## src/rtl/mem_port_arbiter_pkg.sv

```systemverilog
// mem_port_arbiter_pkg: encodings shared by the memory port arbiter and its users.
// Holds the arbiter state encoding, the memory access size codes and the
// grant decision taken whenever the shared port is free.
package mem_port_arbiter_pkg;

    // Width of instruction words, store data and load data.
    localparam int unsigned DATA_W = 32;

    // Arbiter state: which requester (if any) owns the shared memory port.
    typedef enum logic [1:0] {
        ARB_IDLE    = 2'b00,
        ARB_IF_BUSY = 2'b01,
        ARB_DM_BUSY = 2'b10
    } arb_state_e;

    // Access size codes as seen on dm_size and mem_size.
    typedef enum logic [1:0] {
        SIZE_BYTE = 2'b00,
        SIZE_HALF = 2'b01,
        SIZE_WORD = 2'b10
    } mem_size_e;

    // Owner chosen while the port is free. Data wins a tie unless the fetch side
    // has been passed over too often and is being forced through.
    function automatic arb_state_e arb_pick(input logic if_req,
                                            input logic dm_req,
                                            input logic if_forced);
        arb_state_e pick;
        if (if_req && (!dm_req || if_forced)) begin
            pick = ARB_IF_BUSY;
        end else if (dm_req) begin
            pick = ARB_DM_BUSY;
        end else begin
            pick = ARB_IDLE;
        end
        return pick;
    endfunction

endpackage

```

## src/rtl/mem_port_arbiter.sv

```systemverilog
// mem_port_arbiter: shares one single-port memory between an instruction-fetch
// requester and a data requester, with exactly one access in flight.
//
// Timing: the grant is decided in an IDLE cycle, the access runs in IF_BUSY or
// DM_BUSY until mem_ready, and the owner's valid pulse appears in the following
// IDLE cycle. That valid cycle is also where the next grant is decided, so
// back-to-back accesses are separated by exactly one IDLE cycle; a requester
// that wants no further access must have its request low in its valid cycle.
//
// Optional feature (macro MEM_ARB_STARVE_GUARD_EN): counts data grants issued
// while a fetch is waiting and forces a fetch grant once STARVE_MAX is reached.
// Without the macro the arbiter is pure data priority and has no counter.
module mem_port_arbiter
    import mem_port_arbiter_pkg::*;
#(
    parameter int unsigned ADDR_W     = 32,
    parameter int unsigned STARVE_MAX = 4
) (
    input  logic              clk,
    input  logic              reset,

    // Instruction fetch side
    input  logic              if_req,
    input  logic [ADDR_W-1:0] if_addr,
    output logic              if_valid,
    output logic [DATA_W-1:0] if_rdata,
    output logic              if_stall,

    // Data side
    input  logic              dm_req,
    input  logic              dm_we,
    input  logic [ADDR_W-1:0] dm_addr,
    input  logic [DATA_W-1:0] dm_wdata,
    input  logic [1:0]        dm_size,
    output logic              dm_valid,
    output logic [DATA_W-1:0] dm_rdata,
    output logic              dm_stall,

    // Shared memory port
    output logic              mem_en,
    output logic              mem_we,
    output logic [ADDR_W-1:0] mem_addr,
    output logic [DATA_W-1:0] mem_wdata,
    output logic [1:0]        mem_size,
    input  logic [DATA_W-1:0] mem_rdata,
    input  logic              mem_ready
);

    if (STARVE_MAX < 1) begin : g_bad_starve_max
        $error("mem_port_arbiter: STARVE_MAX must be at least 1");
    end

    arb_state_e        state_q, state_d;

    logic [ADDR_W-1:0] addr_q, addr_d;
    logic [DATA_W-1:0] wdata_q, wdata_d;
    logic [1:0]        size_q, size_d;
    logic              we_q, we_d;

    logic              if_valid_q, if_valid_d;
    logic              dm_valid_q, dm_valid_d;
    logic [DATA_W-1:0] if_rdata_q, if_rdata_d;
    logic [DATA_W-1:0] dm_rdata_q, dm_rdata_d;

    logic              grant_if;
    logic              grant_dm;
    logic              if_done;
    logic              dm_done;
    logic              starve_force;

`ifdef MEM_ARB_STARVE_GUARD_EN
    localparam int unsigned CNT_W = $clog2(STARVE_MAX + 1);

    logic [CNT_W-1:0] starve_cnt_q, starve_cnt_d;

    // Count data grants that overtake a waiting fetch; a fetch grant clears it.
    always_comb begin
        starve_cnt_d = starve_cnt_q;
        if (grant_if) begin
            starve_cnt_d = '0;
        end else if (grant_dm && if_req && (starve_cnt_q != CNT_W'(STARVE_MAX))) begin
            starve_cnt_d = starve_cnt_q + 1'b1;
        end
    end

    // Starvation counter register.
    always_ff @(posedge clk) begin
        if (!reset) begin
            starve_cnt_q <= '0;
        end else begin
            starve_cnt_q <= starve_cnt_d;
        end
    end

    assign starve_force = (starve_cnt_q == CNT_W'(STARVE_MAX));
`else
    assign starve_force = 1'b0;
`endif

    // FSM state register; a low reset also drops any access in flight.
    always_ff @(posedge clk) begin
        if (!reset) begin
            state_q <= ARB_IDLE;
        end else begin
            state_q <= state_d;
        end
    end

    // FSM next state: grant from IDLE, return to IDLE when memory completes.
    // mem_ready is only looked at while an access is in flight.
    always_comb begin
        state_d = state_q;
        case (state_q)
            ARB_IDLE:    state_d = arb_pick(if_req, dm_req, starve_force);
            ARB_IF_BUSY: if (mem_ready) state_d = ARB_IDLE;
            ARB_DM_BUSY: if (mem_ready) state_d = ARB_IDLE;
            default:     state_d = ARB_IDLE;
        endcase
    end

    assign grant_if = (state_q == ARB_IDLE) && (state_d == ARB_IF_BUSY);
    assign grant_dm = (state_q == ARB_IDLE) && (state_d == ARB_DM_BUSY);
    assign if_done  = (state_q == ARB_IF_BUSY) && mem_ready;
    assign dm_done  = (state_q == ARB_DM_BUSY) && mem_ready;

    // FSM outputs: strobe for every busy cycle, writes only for a data store,
    // fetches always read a full word.
    always_comb begin
        mem_en   = 1'b0;
        mem_we   = 1'b0;
        mem_size = size_q;
        case (state_q)
            ARB_IF_BUSY: begin
                mem_en   = 1'b1;
                mem_size = SIZE_WORD;
            end
            ARB_DM_BUSY: begin
                mem_en = 1'b1;
                mem_we = we_q;
            end
            default: ;
        endcase
    end

    // Capture the winner's request so the memory sees stable values even if
    // the requester changes its inputs after the grant.
    always_comb begin
        addr_d  = addr_q;
        wdata_d = wdata_q;
        size_d  = size_q;
        we_d    = we_q;
        if (grant_dm) begin
            addr_d  = dm_addr;
            wdata_d = dm_wdata;
            size_d  = dm_size;
            we_d    = dm_we;
        end else if (grant_if) begin
            addr_d  = if_addr;
            wdata_d = '0;
            size_d  = SIZE_WORD;
            we_d    = 1'b0;
        end
    end

    // Completion: one-cycle valid for the owner and registered read data,
    // which then holds until the owner's next completion.
    always_comb begin
        if_valid_d = if_done;
        dm_valid_d = dm_done;
        if_rdata_d = if_done ? mem_rdata : if_rdata_q;
        dm_rdata_d = dm_done ? mem_rdata : dm_rdata_q;
    end

    // Captured request and response registers.
    always_ff @(posedge clk) begin
        if (!reset) begin
            addr_q     <= '0;
            wdata_q    <= '0;
            size_q     <= '0;
            we_q       <= 1'b0;
            if_valid_q <= 1'b0;
            dm_valid_q <= 1'b0;
            if_rdata_q <= '0;
            dm_rdata_q <= '0;
        end else begin
            addr_q     <= addr_d;
            wdata_q    <= wdata_d;
            size_q     <= size_d;
            we_q       <= we_d;
            if_valid_q <= if_valid_d;
            dm_valid_q <= dm_valid_d;
            if_rdata_q <= if_rdata_d;
            dm_rdata_q <= dm_rdata_d;
        end
    end

    assign mem_addr  = addr_q;
    assign mem_wdata = wdata_q;

    assign if_valid  = if_valid_q;
    assign dm_valid  = dm_valid_q;
    assign if_rdata  = if_rdata_q;
    assign dm_rdata  = dm_rdata_q;

    assign if_stall  = if_req & ~if_valid_q;
    assign dm_stall  = dm_req & ~dm_valid_q;

endmodule

```

## config.mk

```make
export PLATFORM = sky130hd
export DESIGN_NAME = mem_port_arbiter
export DESIGN_NICKNAME = d
export VERILOG_FILES = /design/src/rtl/mem_port_arbiter_pkg.sv /design/src/rtl/mem_port_arbiter.sv
export SDC_FILE = /design/constraint.sdc
export NUM_CORES = 1
export LEC_CHECK = 0
export CAP_MARGIN = 25
export CORE_ASPECT_RATIO = 0.8
export CORE_UTILIZATION = 40
export DETAILED_ROUTE_END_ITERATION = 12
export GPL_TIMING_DRIVEN = 0
export HOLD_SLACK_MARGIN = 0.12
export PLACE_DENSITY = 0.89
export SETUP_SLACK_MARGIN = 0.02
export SYNTH_ARGS = -nofsm -noshare
export SYNTH_HDL_FRONTEND = slang
export SYNTH_SLANG_ARGS = --single-unit
```

## constraint.sdc

```tcl
create_clock -name clk -period 2.4 [get_ports clk]
set_clock_uncertainty 0.05 [all_clocks]
set_input_delay 0.48 -clock clk [delete_from_list [all_inputs] [get_ports clk]]
set_output_delay 0.48 -clock clk [all_outputs]
set_load 0.1 [all_outputs]
```

# After elaboration in Yosys (flattened, before gate mapping)
# Index checks and enable logic that the tools add are counted.
totals:
  reg_bits: 135
  wordCells: 41
classes:
  eq_ne: 4
  muxes: 15
  bitwise: 4
  n_reduce_logical: 9
ops:
  columns: ["op", "count"]
  rows:
  - ["two-way mux 32 bit", 4]
  - ["two-way mux 2 bit", 6]
  - ["logical AND 1 bit", 5]
  - ["equality test 2 x 1 -> 1 bit, second input constant", 2]
  - ["equality test 2 bit, second input constant", 2]
  - ["two-way mux 1 bit", 4]
  - ["case mux 2 bit (2 select lines)", 1]
  - ["bitwise AND 1 bit", 2]
  - ["zero test 2 bit", 1]
  - ["NOT 1 bit", 2]
  - ["nonzero test 2 bit", 1]
  - ["OR reduction 2 bit", 1]
  - ["zero test 1 bit", 1]

# Logic depth before layout (Yosys ltp)
logic_depth:
  depth_word: 8
  mapped_depth: 10
  ltp_nobuf: 6

# Worst setup path before layout
# OpenSTA, ideal clock, no wires.
synth_path:
  path_type: "input to output"
  start: "in dm_req"
  end: "out dm_stall"
  arrival_ns: 2.436
  required_time_ns: 1.870
  setup_slack_ns: -0.566
  cell_stages: 3
  path_cell_list: "clkbuf_1 -> clkbuf_1 -> nor2b_1"
synth_via:
  elab_chain_len: 1
synth_lines:
  columns: ["item", "line", "rtl"]
  rows:
  - ["start, declared", "mem_port_arbiter.sv:30", "input logic dm_req,"]
  - ["bitwise AND 1 bit", "mem_port_arbiter.sv:206", "assign dm_stall = dm_req & ~dm_valid_q;"]
  - ["end, declared", "mem_port_arbiter.sv:37", "output logic dm_stall,"]
# No other way between the ends.

# Final worst setup path
layout_path:
  start: "in if_req"
  end: "out if_stall"
layout_via:
  elab_chain_len: 1
layout_lines:
  columns: ["item", "line", "rtl"]
  rows:
  - ["start, declared", "mem_port_arbiter.sv:23", "input logic if_req,"]
  - ["bitwise AND 1 bit", "mem_port_arbiter.sv:205", "assign if_stall = if_req & ~if_valid_q;"]
  - ["end, declared", "mem_port_arbiter.sv:27", "output logic if_stall,"]
# No other way between the ends.

==> flow_metrics.env <==
export IMPL_syn_instance_count=618
export IMPL_drt_met1_wl_um=7263
export IMPL_crit_cells=3
export IMPL_grt_setup_unrepaired="false"
export IMPL_final_min_period_over_clock_period=0.9576
export IMPL_postSynthRegisterBits=135
export IMPL_timing_worst_slew_pin_value_ns=1.018
export IMPL_critPathCaptureType="output port"
export IMPL_root_buffer="sky130_fd_sc_hd__clkbuf_16"
export IMPL_buffer_ports_inserted=271
export IMPL_grt_antenna_before_repair=0
export IMPL_design_die_area_um2=14160
export IMPL_remaining_drc_errors=0
export IMPL_tritoncts="done"
export IMPL_post_synth_cell_area_avg_um2=8.860
export IMPL_r2r_end="mem_wdata[30]"
export IMPL_grtUsageTotal=0.2464
export IMPL_fmax_mhz=435.1
export IMPL_fp_dieW_um=132.8
export IMPL_core_area_um2=13100
export IMPL_syn_area_um2=5475
export IMPL_worst_endpoint_required_ns=1.87
export IMPL_final_fill_count=1100
export IMPL_power_per_cell_area_nw_per_um2=785.9
export IMPL_clock_sink_count=135
export IMPL_postSynthNetCount=758
export IMPL_clock_latency_ns=0.40
export IMPL_worstPathArrival_ns=1.77
export IMPL_layout_cell_area_non_filler_um2=8889
export IMPL_drtPass1Iterations=5
export IMPL_place_area_um2=8417
export IMPL_die_y_um=106.6
export IMPL_post_detailed_routing_wire_length_um=17460
export IMPL_worst_slack_ns=0.1018
export IMPL_period_needed_ns=2.298
export IMPL_clk_pin_slew_ns=0.06
export IMPL_drv_max_cap_violation_count=0
export IMPL_htreeDepth=4
export IMPL_num_io_pins=272
export IMPL_worst_setup_path_start_kind="input port"
export IMPL_hold_path_cell_count=2
export IMPL_grt_remaining_overflow=0
export IMPL_timing_reg2reg_worst_path_depth=10
export IMPL_worstSetupStartpoint="if_req"
export IMPL_final_max_slew_violation_count=0
export IMPL_gp_congestion=0.8430
export IMPL_synth_edf_count=0
export IMPL_report_final_setup_viol=0
export IMPL_hold_path_class="register to register"
export IMPL_yosys_warnings=0
export IMPL_synth_sequential_area_ratio=0.4936
export IMPL_share_of_the_core_filled_with_cells=0.6784
export IMPL_dr_total_vias=5649
export IMPL_holdWs_ns=0.4012
export IMPL_grt_pass1_vias=5500
export IMPL_cp_buffers_inverters=2
export IMPL_power_leakage_nw=3.999
export IMPL_hpwlAfterDp_um=13200
export IMPL_ys_flop_type="sky130_fd_sc_hd__dfxtp_1"
export IMPL_drt_iter0_markers=310
export IMPL_wl_met3_um=1386
export IMPL_critical_path_peak_fanout=3
export IMPL_hold_path_end="if_rdata[25]"
export IMPL_ctsLongestPathBuffers=2
export IMPL_path_delay_family="buffers and inverters"
export IMPL_met2WireLength_um=8455
export IMPL_fin_total_pwr_mw=6.986
export IMPL_cts_inserted_buffers=17
export IMPL_core_rowCount=37
export IMPL_antenna_left=0
export IMPL_hold_buffers=0
export IMPL_antenna_diode_count=0
export IMPL_reg2reg_launch_point="state_q[1]"
export IMPL_grt_pass1_wl_um=27600
export IMPL_proportion_of_register_bits_with_asynchronous_set_or_reset_after_synthesis=0
export IMPL_wire_per_inst_um=15.90
export IMPL_crit_chain="clkdlybuf4s50_1 -> nor2b_2 -> clkdlybuf4s15_2"
export IMPL_slowest_stage="sky130_fd_sc_hd__clkdlybuf4s15_2"
export IMPL_timing_critical_path_slowest_cell_delay_ns=0.56
export IMPL_ys_types=27
export IMPL_crit_type="input port to output port"
export IMPL_slew_headroom=0.3243
export IMPL_post_route_cells_drive_above_1_share=0.07692
export IMPL_top_layer="met4"
export IMPL_worst_hold_startpoint="if_rdata[25]"
export IMPL_place_ws_ns=-1.221
export IMPL_post_drt_via_cell_ratio=5.145
export IMPL_final_nets=1050
export IMPL_timing_hold_violations_final=0
export IMPL_run_status="finished clean"
export IMPL_initial_utilization=0.4179
export IMPL_timing_reg2reg_setup_slack_ns=0.21
export IMPL_peakVddDrop_v=0.0004320
export IMPL_pin_count_of_the_biggest_net_entering_global_routing=17
export IMPL_syn2layout_area_growth_pct=62.34
[Yosys cell counts (3+ instances only)]
library cell	number	area, um^2
sky130_fd_sc_hd__nand2_1	162	608.1
sky130_fd_sc_hd__mux2i_1	32	320.3
sky130_fd_sc_hd__o2111ai_1	32	280.3
sky130_fd_sc_hd__nor2b_1	4	25.02
sky130_fd_sc_hd__ha_1	4	50.05
sky130_fd_sc_hd__o211ai_1	32	240.2
sky130_fd_sc_hd__and2_1	4	25.02
sky130_fd_sc_hd__clkbuf_1	46	172.7
sky130_fd_sc_hd__dfxtp_1	135	2703
sky130_fd_sc_hd__a21oi_1	66	330.3
sky130_fd_sc_hd__buf_2	5	25.02
sky130_fd_sc_hd__nor2_1	3	11.26
sky130_fd_sc_hd__a32o_1	34	340.3
sky130_fd_sc_hd__inv_1	37	138.9
sky130_fd_sc_hd__buf_6	8	90.09
[state kept, by name, summed over array words and instances (netlist names)]
signal	cells
we_q	1
size_q	2
state_q	2
mem_addr	32
if_valid	1
if_rdata	32
mem_wdata	32
dm_rdata	32
dm_valid	1
[area by class of cell]
class                           instances  area, um^2  share of cell area
Buffer                                 62       326.6             0.03674
Clock buffer                           17       425.4             0.04786
Tap cell                              175       219.0             0.02463
Multi-Input combinational cell        384        2349              0.2642
Clock inverter                         15       168.9             0.01900
Timing Repair Buffer                  273        2557              0.2877
Inverter                               37       138.9             0.01562
Sequential cell                       135        2704              0.3042
[worst max path at each step]
stage / to / slack (ns)
floorplan: dm_stall / -0.06
global placement: dm_stall / -1.20
detailed placement: dm_stall / -1.22
CTS: mem_en / 0.03
global route: dm_stall / 0.04
finish: if_stall / 0.10
[placed cells by master, fill, tap and decap left out, types with 6 or more instances in the layout]
master                            instances
sky130_fd_sc_hd__o211ai_1                32
sky130_fd_sc_hd__clkbuf_2                 6
sky130_fd_sc_hd__mux2i_1                 32
sky130_fd_sc_hd__clkbuf_16               17
sky130_fd_sc_hd__clkinv_4                 6
sky130_fd_sc_hd__dlygate4sd2_1          130
sky130_fd_sc_hd__clkbuf_1                38
sky130_fd_sc_hd__clkdlybuf4s50_1        135
sky130_fd_sc_hd__a21oi_1                 66
sky130_fd_sc_hd__a32o_1                  34
sky130_fd_sc_hd__inv_1                   37
sky130_fd_sc_hd__buf_2                    6
sky130_fd_sc_hd__dfxtp_1                134
sky130_fd_sc_hd__nand2_1                162
sky130_fd_sc_hd__buf_6                    9
sky130_fd_sc_hd__o2111ai_1               32
[routing by layer]
metal  global-route usage  vias up
met3              0.07660       25
met5                    0        -
met4              0.08867        0
met1               0.2890     2644
met2               0.4237      221
li1                     -     2759
[repair_timing]
item,4_1_cts,5_1_grt
endpoints found under the setup margin,137,54
resized for setup,161,20
setup buffers,0,2
[logic make-up after synthesis]
group | share of synthesized area
and+or+nand+nor | 0.1314
AOI/OAI and AO/OA | 0.2267
muxes | 0.05850
DFF | 0.4936
buffers and inverters | 0.08067
adders and majority gates | 0.009141
[stage by stage]
step / instances / setup TNS, ns
6_report: 1098 / 0
5_1_grt: 1098 / 0
4_1_cts: 1096 / 0
3_5_place_dp: 1064 / -19.72
3_3_place_gp: 1064 / -18.74
2_1_floorplan: 618 / -0.4613
[tightest hold or removal path, stage by stage (launching register included)]
cell,delay (ns)
sky130_fd_sc_hd__dfxtp_1,0.30
sky130_fd_sc_hd__nand2_1,0.05
sky130_fd_sc_hd__a21oi_1,0.05
[report_power, final]
group | leakage [nW] | total, mW | switching [mW] | internal (mW)
sequential | 1.10 | 2.45 | 0.0663 | 2.38
clock | 0.294 | 2.58 | 1.03 | 1.56
combinational | 2.60 | 1.96 | 1.43 | 0.528
total | 4.00 | 6.99 | 2.52 | 4.46
No activity file was read; power rests on OpenSTA's default activity.
